[config.mk]
export PLATFORM = sky130hd
export DESIGN_NAME = writeback_unit
export DESIGN_NICKNAME = d
export VERILOG_FILES = /design/src/rtl/writeback_unit.sv
export SDC_FILE = /design/constraint.sdc
export NUM_CORES = 1
export LEC_CHECK = 0
export CORE_UTILIZATION = 25
export CTS_CLUSTER_DIAMETER = 150
export DETAILED_ROUTE_END_ITERATION = 10
export HOLD_SLACK_MARGIN = 0.08
export SETUP_SLACK_MARGIN = 0.5
export SLEW_MARGIN = 20
export SYNTH_ARGS = -nofsm -noshare
export SYNTH_HDL_FRONTEND = slang
export SYNTH_SLANG_ARGS = --single-unit
[constraint.sdc]
create_clock -name clk -period 4.5 [get_ports clk]
set_clock_uncertainty 0.2 [all_clocks]
set_input_delay 0.675 -clock clk [delete_from_list [all_inputs] [get_ports clk]]
set_output_delay 0.675 -clock clk [all_outputs]
set_load 0.05 [all_outputs]
[src/rtl/writeback_unit.sv]
// Write-back stage: one stage register (S) plus one skid buffer (B) feeding the
// regfile write port, with same-cycle bypass data for both read ports.
module writeback_unit #(
    parameter int DW = 64,
    parameter int CW = 16
) (
    input  logic          clk,
    input  logic          reset,
    input  logic          in_valid,
    output logic          in_ready,
    input  logic [4:0]    in_rd,
    input  logic          in_regwrite,
    input  logic          in_memtoreg,
    input  logic          in_link,
    input  logic [DW-1:0] in_alu_result,
    input  logic [DW-1:0] in_mem_data,
    input  logic [DW-1:0] in_pc_plus4,
    input  logic          wr_grant,
    output logic [DW-1:0] WriteData,
    output logic [4:0]    WriteRegister,
    output logic          RegWrite,
    input  logic [4:0]    ReadRegister1,
    input  logic [4:0]    ReadRegister2,
    output logic          fwd_hit1,
    output logic          fwd_hit2,
    output logic [DW-1:0] fwd_data1,
    output logic [DW-1:0] fwd_data2,
    output logic [CW-1:0] commit_count
);

    logic          s_valid_r, s_we_r, b_valid_r, b_we_r;
    logic [4:0]    s_rd_r, b_rd_r;
    logic [DW-1:0] s_data_r, b_data_r;
    logic [CW-1:0] commit_count_r;

    logic [4:0]    cap_rd_s;
    logic [DW-1:0] cap_data_s;
    logic          cap_we_s;
    logic          accept_s, retire_s, s_free_s;
    logic [DW:0]   fwd1_s, fwd2_s;

    // Bypass lookup: the skid buffer holds the younger entry, so it takes priority.
    function automatic logic [DW:0] fwd_lookup(
        input logic [4:0]    rr,
        input logic          bv, input logic bwe, input logic [4:0] brd, input logic [DW-1:0] bdata,
        input logic          sv, input logic swe, input logic [4:0] srd, input logic [DW-1:0] sdata
    );
        logic [DW:0] res;
        if (rr == 5'd31) begin
            res = {1'b0, {DW{1'b0}}};
        end else if (bv && bwe && (brd == rr)) begin
            res = {1'b1, bdata};
        end else if (sv && swe && (srd == rr)) begin
            res = {1'b1, sdata};
        end else begin
            res = {1'b0, {DW{1'b0}}};
        end
        return res;
    endfunction

    // Map an incoming MEM result onto an entry; link overrides rd and the data select.
    always_comb begin
        cap_rd_s   = in_rd;
        cap_data_s = in_alu_result;
        if (in_link) begin
            cap_rd_s   = 5'd30;
            cap_data_s = in_pc_plus4;
        end else if (in_memtoreg) begin
            cap_data_s = in_mem_data;
        end else begin
            cap_data_s = in_alu_result;
        end
        cap_we_s = (in_link | in_regwrite) & (cap_rd_s != 5'd31);
    end

    assign in_ready = ~b_valid_r;
    assign accept_s = in_valid & ~b_valid_r;
    assign retire_s = s_valid_r & wr_grant;
    assign s_free_s = ~s_valid_r | retire_s;
    assign commit_count = commit_count_r;

    // Write port driven straight from S; reset suppresses the write on its edge.
    always_comb begin
        RegWrite = s_valid_r & s_we_r & wr_grant & ~reset;
        if (s_valid_r) begin
            WriteRegister = s_rd_r;
            WriteData     = s_data_r;
        end else begin
            WriteRegister = 5'd31;
            WriteData     = {DW{1'b0}};
        end
    end

    // Forwarding for both read ports.
    always_comb begin
        fwd1_s    = fwd_lookup(ReadRegister1, b_valid_r, b_we_r, b_rd_r, b_data_r,
                               s_valid_r, s_we_r, s_rd_r, s_data_r);
        fwd2_s    = fwd_lookup(ReadRegister2, b_valid_r, b_we_r, b_rd_r, b_data_r,
                               s_valid_r, s_we_r, s_rd_r, s_data_r);
        fwd_hit1  = fwd1_s[DW];
        fwd_data1 = fwd1_s[DW-1:0];
        fwd_hit2  = fwd2_s[DW];
        fwd_data2 = fwd2_s[DW-1:0];
    end

    // Stage/skid state: B drains into S first, preserving acceptance order.
    always_ff @(posedge clk) begin
        if (reset) begin
            s_valid_r <= 1'b0;
            s_we_r    <= 1'b0;
            s_rd_r    <= 5'd31;
            s_data_r  <= {DW{1'b0}};
            b_valid_r <= 1'b0;
            b_we_r    <= 1'b0;
            b_rd_r    <= 5'd31;
            b_data_r  <= {DW{1'b0}};
        end else if (s_free_s) begin
            if (b_valid_r) begin
                s_valid_r <= 1'b1;
                s_we_r    <= b_we_r;
                s_rd_r    <= b_rd_r;
                s_data_r  <= b_data_r;
                b_valid_r <= 1'b0;
            end else if (accept_s) begin
                s_valid_r <= 1'b1;
                s_we_r    <= cap_we_s;
                s_rd_r    <= cap_rd_s;
                s_data_r  <= cap_data_s;
            end else begin
                s_valid_r <= 1'b0;
            end
        end else if (accept_s) begin
            b_valid_r <= 1'b1;
            b_we_r    <= cap_we_s;
            b_rd_r    <= cap_rd_s;
            b_data_r  <= cap_data_s;
        end else begin
            b_valid_r <= b_valid_r;
        end
    end

    // Count of performed writes, wrapping naturally at 2^CW.
    always_ff @(posedge clk) begin
        if (reset) begin
            commit_count_r <= {CW{1'b0}};
        end else if (RegWrite) begin
            commit_count_r <= commit_count_r + {{(CW-1){1'b0}}, 1'b1};
        end else begin
            commit_count_r <= commit_count_r;
        end
    end

endmodule

==> metrics.txt <==
most frequent cells in the layout clkdlybuf4s50_1 (297), nand2_1 (205), o21ai_0 (193); die height approximately 210 um; LEAKAGE about 6.3 nW; min cycle time layout 4000 ps; vias post-DR 13200; Hold EP b_data_r[36]$_SDFFE_PP0P_; worst-margin pin slew around 1000 ps; CTS Sinks 158; Fill cells 4291; total global-route track usage a little under a quarter; CTS tree yes; required time worst endpoint 3620 ps; yosys warns 0; Yosys reg bits approximately 160; Syn Area/Cell ~7.2 um^2; clk buf depth 2; RR Startpoint b_valid_r$_SDFFE_PP0P_; max frequency 250 MHz; kind of critical path in2out; DRC viols 0; register area share after synthesis slightly below 30%; Setup crit start kind primary input; max-slew violation count 0; WL/cell roughly 22 um; clk slew on worst S/H paths approximately 60 ps; Tcrit/Tclk final approximately nine tenths; I/O pin count roughly 430; status complete, no violations; hold bufs inserted after CTS 0; core area between 0.04 and 0.05 mm^2; depth of the worst hold-timing path 2; row count between 70 and 80; Post-Route WL about 53 mm; FF-to-FF End b_data_r[39]$_SDFFE_PP0P_; Synth cell types between 40 and 50; Starting Density between 20 and 30%; Nets roughly 2000; Gate Count Post-Synth around 1500; DRT Pass-1 Iters 5; commonest non-fill, non-tap cell in the layout clkdlybuf4s50_1; Hold Worst Slack ~290 ps; GRT overflow 0; # setup viols final 0; final setup TNS 0 ps; first-pass GRT wire length a little under 80 mm; Die Area 0.0446 mm^2; reg2reg setup slack 1830 ps; TritonCTS Buffers 17; antenna viol nets, final 0; critical path arrival 3120 ps; Final Hold Fails 0; htree depth 4; clock root buffer clkbuf_16; max-cap violations 0; Avg Vias per Cell approximately 5.4; chip width 211 um; Worst-Skew Late Latency ~440 ps; antenna violations before repair 2; Hold WC Path Type reg2reg; RD Place Congestion between 0.8 and 0.9; relative slew slack between 30 and 40%; Final HPWL DP roughly 35 mm; worst hold start b_data_r[36]$_SDFFE_PP0P_; pwr/cell area about 220 mW/mm^2; Syn-to-layout area delta 63.1%; share of cells above drive strength 1 13.7%; largest net degree at the start of global routing 83; Max FO, Critical Path between 40 and 50; antenna diode count 0; initial drt markers about 950; RSZ-0062 raised after global routing true; vias in the first global route about 13000; Worst Reg2Reg Path Length in Cells 4; Worst Setup End Kind output port; PortBufs 430; Syn Std Cell Area ~0.011 mm^2; VDD IR max 155 uV; Post-Syn Nets between 1500 and 2000
[layer usage]
layer / track usage [%] / wire (um) / vias up
li1: - / - / 6115
met1: 28.7 / 21800 / 6285
met2: 38.1 / 24800 / 670
met3: 5.92 / 4840 / 87
met4: 8.20 / 1220 / 2
met5: 0 / 13 / -
[sequential cells by signal (all words and copies together), names as in the netlist]
register      cells
b_data_r         64
s_data_r         64
commit_count     16
b_rd_r            5
s_rd_r            5
b_valid_r         1
b_we_r            1
s_valid_r         1
s_we_r            1
[layout make-up]
cell class	count	area, um^2	share of cell area [%]
multi-input cells	1190	7340	41.2
repair buffers	473	5990	33.6
flip-flops and latches	158	3160	17.7
well taps	585	732	4.10
clock buffers	21	460	2.58
clock inverters	9	136	0.765
inverters	2	10.0	0.0561
[timing repair]
item	CTS	global route
endpoints found under the setup margin	56	77
resized for setup	18	21
pin swaps	1	1
gates cloned	1	0
setup buffers	1	3
[power breakdown]
group / leakage [nW] / switching [mW] / total [mW] / internal (mW)
clock network: 0.286 / 0.636 / 1.54 / 0.899
registers: 1.29 / 0.0880 / 1.56 / 1.47
logic: 4.72 / 0.496 / 0.884 / 0.387
[Yosys cell counts (all sizes together)]
library cell,n,area share (%)
o21bai,1,0.069
inv,2,0.069
and3,4,0.23
buf,70,3.2
nor2,98,3.4
nor2b,1,0.057
or2,1,0.057
nand3b,1,0.069
nor3b,1,0.069
a211oi,198,14
o21a,1,0.069
clkbuf,98,3.4
or3b,1,0.080
or3,1,0.057
nand4,5,0.29
nand2b,8,0.46
o41ai,1,0.080
nand3,141,6.5
and4,5,0.40
xnor2,16,1.3
nand2,205,7.0
o31ai,3,0.21
or4,3,0.21
nor4,4,0.23
nor3,3,0.14
xor2,14,1.1
o311ai,1,0.080
and2,65,3.7
a211o,9,0.72
a22oi,2,0.14
dfxtp,158,29
a21oi,72,3.3
mux2i,128,12
o21ai,194,8.9
ha,1,0.11
and4b,1,0.092
[worst max-delay path by stage]
stage                      from       endpoint  slack [ps]  cells after the start
3_3_place_gp   ReadRegister1[1]  fwd_data1[17]         390                      7
2_1_floorplan  ReadRegister1[0]  fwd_data1[10]         930                      6
5_1_grt        ReadRegister1[1]  fwd_data1[30]         400                      7
6_report       ReadRegister1[1]  fwd_data1[50]         500                      7
4_1_cts        ReadRegister1[0]  fwd_data1[50]         470                      7
3_5_place_dp   ReadRegister1[1]  fwd_data1[17]         450                      7
[logic make-up after synthesis]
group                      count (synthesis)  share of synthesized area [%]
AOI/OAI and AO/OA                        482                           27.1
xor gates and xnor gates                  30                           2.40
adders and majority gates                  1                          0.114
buffers and inverters                    170                           6.67
DFF                                      158                           28.9
muxes                                    128                           11.7
and+or+nand+nor                          548                           23.0
[worst max-delay path, cell delays in order]
cell             delay, ps
clkdlybuf4s50_1        630
xnor2_4                360
and4_4                 330
a22oi_2                100
buf_4                  350
a211oi_1               450
buf_12                 200
[stage by stage]
stage	area [um^2]	setup WS (ps)	util [%]	std cells	power, mW
final	17800	502	41.4	2438	3.98
after global placement	17000	393	39.4	2403	2.44
after detailed placement	17000	447	39.4	2403	2.45
after floorplan	10900	932	-	1517	2.03
after CTS	17700	472	41.1	2435	4.00
after global routing	17800	396	41.4	2438	4.14
Note: power is estimated with default switching activity, not from simulation.
==> variant 1: new RTL, same flow settings <==
Change the parameter `DW` from 64 to 96.
--- a/src/rtl/writeback_unit.sv
+++ b/src/rtl/writeback_unit.sv
@@ -3,3 +3,3 @@
 module writeback_unit #(
-    parameter int DW = 64,
+    parameter int DW = 96,
     parameter int CW = 16
Ports: changed (6 resized); port bits go from 431 to 623. No check against the original RTL was run, so the function may have changed too.
==> variant 1 against the original RTL <==
- synthesized cell count is 43% higher
- final area increased by 43%
- first-iteration DRC count increased by 59%
- final cell count increased by 43%
- sequential cell count up 64
- wire length is 50% higher
- worst setup slack better by 0.028 ns
- largest cell class unchanged
- sequential power up 41%
- critical endpoint is now fwd_data2[39]
- synthesized area up 43%
- highest routed layer unchanged
- total power is 51% higher
- count of clock-buffer cells in the layout increased by 15
==> variant 1: results (changes against the original RTL) <==
stage,metric,value,unit,change
outcome,status,"complete, no violations",,
final_layout,share of layout cells above drive strength 1,0.1205,,-0.01604
detailed_routing,Vias/cell,5.471,,+1.4%
place,DP Area,24330,µm²,+43%
grt,GRT Util Overall,0.2345,,+0.004219
detailed_routing,Metal-1 WL,31.47,mm,+45%
grt,number of global-route vias before repair,18150,,+43%
worst_setup_path,"critical path fanouts, max",37,,-12%
place,port bufs,622,,+45%
detailed_routing,mean routed wirelength per cell,22.72,µm,+5.3%
clock_network,CTS Buffer Depth,3,,+1
detailed_routing,initial DRC count,1512,,+59%
worst_setup_path,R2R setup slack,1.38,ns,-0.45 ns
clock_network,# H-tree levels,1,,-3
final_layout,Fillers,6200,,+44%
detailed_routing,met3 wire length,5.972,mm,+23%
logic_synthesis,register area share after synthesis,0.2848,,-0.004424
logic_synthesis,top cell type's share of synthesized area,0.2848,,-0.004424
detailed_routing,WL met2,38.85,mm,+57%
logic_synthesis,Mapped Nets,2483,,+43%
grt,antenna violations before repair,5,,+3
final_layout,NumNets Final,2928,,+42%
place,RePlAce Congestion,0.8657,,+5.6%
logic_synthesis,dominant cells by area after synthesis,"dfxtp_1 (28%), a211oi_1 (14%), mux2i_1 (12%), o21ai_0 (9.5%), nand2_1 (7.1%)",,
logic_synthesis,most common library cells after synthesis,"nand2_1 (297), o21ai_0 (295), a211oi_1 (294)",,
power,PwrDens,236.2,nW/µm²,+5.9%
grt,largest net degree at the start of global routing,136,,+64%
clock_network,worst-skew pair later-pin latency,0.57,ns,+0.13 ns
power,maximum vdd drop,0.2508,mV,+62%
logic_synthesis,Synth cell types,38,,-7.3%
worst_setup_path,crit-path max cell delay,0.57,ns,-0.06 ns
grt,first-pass GRT wire length,116.2,mm,+49%
worst_setup_path,Critical Path Slowest Stage Cell,a211oi_1,,
clock_network,Num CTS Buffers,29,,+12
[variant 1: report_power, final]
part / switching (mW) / total, mW / internal [mW]
sequential: 0.126 / 2.20 / 2.07
clock: 0.980 / 2.55 / 1.57
combinational: 0.724 / 1.28 / 0.557
total: 1.83 / 6.03 / 4.20
[variant 1: cells by family (layout without fill, tap and decap cells)]
family                   Yosys count  in the layout  synth area share
AND/OR/NAND/NOR                  763            766            0.2237
AO/OA/AOI/OAI                    712            712            0.2805
buffers and inverters            255            719           0.07185
flip-flops                       222            222            0.2848
multiplexers                     192            192            0.1232
XOR/XNOR                          27             27           0.01516
adder cells (fa/ha/maj)            1              1         0.0008017
other                              0              3                 0
[variant 1: routing by layer]
metal | GRT usage | vias to the layer above
met3 | 0.03539 | 161
met4 | 0.08052 | 4
met1 | 0.2948 | 9186
met5 | 0 | -
met2 | 0.4059 | 980
li1 | - | 8702
[variant 1: through the flow]
stage / hold WS, ns / std cells / worst slack, ns
finish: 0.2864 / 3479 / 0.5297
global route: 0.3077 / 3479 / 0.4661
CTS: 0.2858 / 3475 / 0.4980
detailed placement: 0.2759 / 3419 / 0.2749
global placement: 0.2689 / 3419 / 0.2580
floorplan: 0.2621 / 2172 / 0.8607
[variant 1: worst reg2reg max path: stages (launching register included)]
cell and delay (ns):
dfxtp_4 0.62, buf_6 0.37, nor2b_1 0.44, and3_4 0.69, buf_12 0.38, nand2_1 0.15
a21oi_1 0.17
[variant 1: timing repair]
action                                  in CTS  in global routing
cloned                                       2                  1
resized for setup                           11                  5
buffers inserted                             1                  0
endpoints found under the setup margin      59                 65
pin swaps                                    2                  1
[variant 1: final cells by class]
cell class              instances  share of cell area
inverters                       6            0.001079
clock inverters                17            0.009123
well taps                     837             0.04105
flip-flops and latches        222              0.1744
diodes                          3           0.0002943
repair buffers                660              0.3415
multi-input cells            1698              0.4007
clock buffers                  36             0.03183
[variant 1: path summary, 6_finish.rpt]
check,start,endpoint,depth (start not counted)
setup reg to reg,s_valid_r,b_data_r[25],6
hold reg to reg,commit_count[15],commit_count[15],2
hold / removal,commit_count[15],commit_count[15],2
setup / recovery,ReadRegister2[0],fwd_data2[39],7
==> variant 2: new RTL, same settings <==
Without the edit above. Reset style: asynchronous (`reset`), changed in 2 clocked blocks.
--- a/src/rtl/writeback_unit.sv
+++ b/src/rtl/writeback_unit.sv
@@ -106,3 +106,3 @@
     // Stage/skid state: B drains into S first, preserving acceptance order.
-    always_ff @(posedge clk) begin
+    always_ff @(posedge clk or posedge reset) begin
         if (reset) begin
@@ -142,3 +142,3 @@
     // Count of performed writes, wrapping naturally at 2^CW.
-    always_ff @(posedge clk) begin
+    always_ff @(posedge clk or posedge reset) begin
         if (reset) begin
Behaviour: differs if reset is asserted again (counterexample within 4 cycles, from zero or initial values and one cycle with reset high); with reset held inactive, the same outputs for 4 cycles.
==> variant 2 against the original RTL <==
- sequential cell count unchanged
- final cell count down 14%
- worst setup slack better by 0.067 ns
- fmax up 1.7%
- non-clock buffer count down 20
- wire length down 15%
- largest cell class unchanged
- die area down 2.4%
- register-to-register slack worse by 0.20 ns
- via count down 16%
- final area down 4.1%
- synthesized area down 2.4%
Power is not compared: it rests on default switching activity, and its combinational part moved more than twofold at a synthesized area within 25%.
==> variant 2: results (changes against the original RTL) <==
stage,metric,value,unit,change
place,detailed placement HPWL,30.52,mm,-14%
detailed_routing,Vias,11000,,-16%
detailed_routing,drt first pass iters,5,,unchanged
place,RePlAce Congestion,0.8247,,+0.60%
detailed_routing,Metal-1 WL,18.67,mm,-14%
final_layout,Fillers,4124,,-3.9%
logic_synthesis,dominant cells by area after synthesis,"dfrtp_1 (35%), nand2_1 (7.2%), mux2_2 (6.9%), o21ai_0 (6.2%), a32o_1 (6.0%)",,
clock_network,Resize count post-CTS,0,,-18
grt,largest net degree at the start of global routing,121,,+46%
worst_setup_path,crit-path max cell delay,0.84,ns,+0.21 ns
logic_synthesis,most common library cells after synthesis,"nand2_1 (206), dfrtp_1 (148), o21ai_0 (133)",,
logic_synthesis,register area share after synthesis,0.3716,,+0.08234
final_layout,share of layout cells above drive strength 1,0.1809,,+0.04434
logic_synthesis,xor and xnor area share after synthesis,0.02872,,+0.004691
logic_synthesis,average size of a mapped cell,8.985,µm²,+25%
logic_synthesis,Mapped Nets,1403,,-19%
grt,grt met1 use,0.2561,,-0.03076
final_layout,NumNets Final,1750,,-15%
logic_synthesis,asr flop ratio synth,1.000,,+1.000
timing,Final Hold Vio Count,0,,unchanged
logic_synthesis,Synth Area in Compound Gates,0.2595,,-0.01176
grt,first-pass GRT wire length,68.86,mm,-12%
logic_synthesis,dominant synthesized flop cell,dfrtp_1,,
detailed_routing,mean routed wirelength per cell,21.34,µm,-1.1%
place,DP Area,16500,µm²,-2.8%
logic_synthesis,Synth cell types,40,,-2.4%
detailed_routing,Top Metal Used,met4,,
place,port bufs,430,,unchanged
timing,max_slew headroom,0.3340,,+0.007293
logic_synthesis,post-synthesis adder-cell area fraction,0.001172,,+0.00002803
place,post-placement cell count,2055,,-14%
worst_setup_path,"critical path fanouts, max",4,,-90%
grt,GR Util met2,0.3448,,-0.03664
grt,GRT Util Overall,0.2052,,-0.02510
detailed_routing,met3 wire length,3.230,mm,-33%
detailed_routing,initial DRC count,560,,-41%
detailed_routing,WL met2,21.72,mm,-12%
outcome,status,"complete, no violations",,
timing,Setup TNS,0,ns,unchanged
clock_network,Num CTS Buffers,17,,unchanged
power,Clk pwr share,0.258,,
clock_network,post-CTS setup buffer count,0,,-1
logic_synthesis,mux cell area share after synthesis,0.1286,,+0.01143
detailed_routing,Vias/cell,5.266,,-2.4%
grt,grt met3 use,0.05110,,-0.008076
grt,antenna violations before repair,0,,-2
place,Setup WS pre-CTS,0.6007,ns,+0.1540 ns
==> variant 2: area by class of cell <==
class	instances	area (µm²)	share of cell area
antenna	1	2.502	0.0001464
clock buffer	17	425.4	0.02488
clock inverter	15	173.9	0.01017
inverter	2	11.26	0.0006586
multi-input combinational	903	6088	0.3561
sequential	158	3971	0.2323
tap	539	674.4	0.03944
timing repair buffer	453	5751	0.3363
==> variant 2: path summary, 6_finish.rpt <==
kind,from,end,slack [ns],depth (start not counted)
setup / recovery,ReadRegister2[0],fwd_hit2,0.57,6
hold / removal,commit_count[15],commit_count[15],0.27,1
setup reg to reg,b_valid_r,s_data_r[19],1.63,6
hold reg to reg,commit_count[15],commit_count[15],0.27,1
max in group asynchronous,reset,b_data_r[32],2.79,3
min in group asynchronous,reset,s_data_r[51],0.42,2
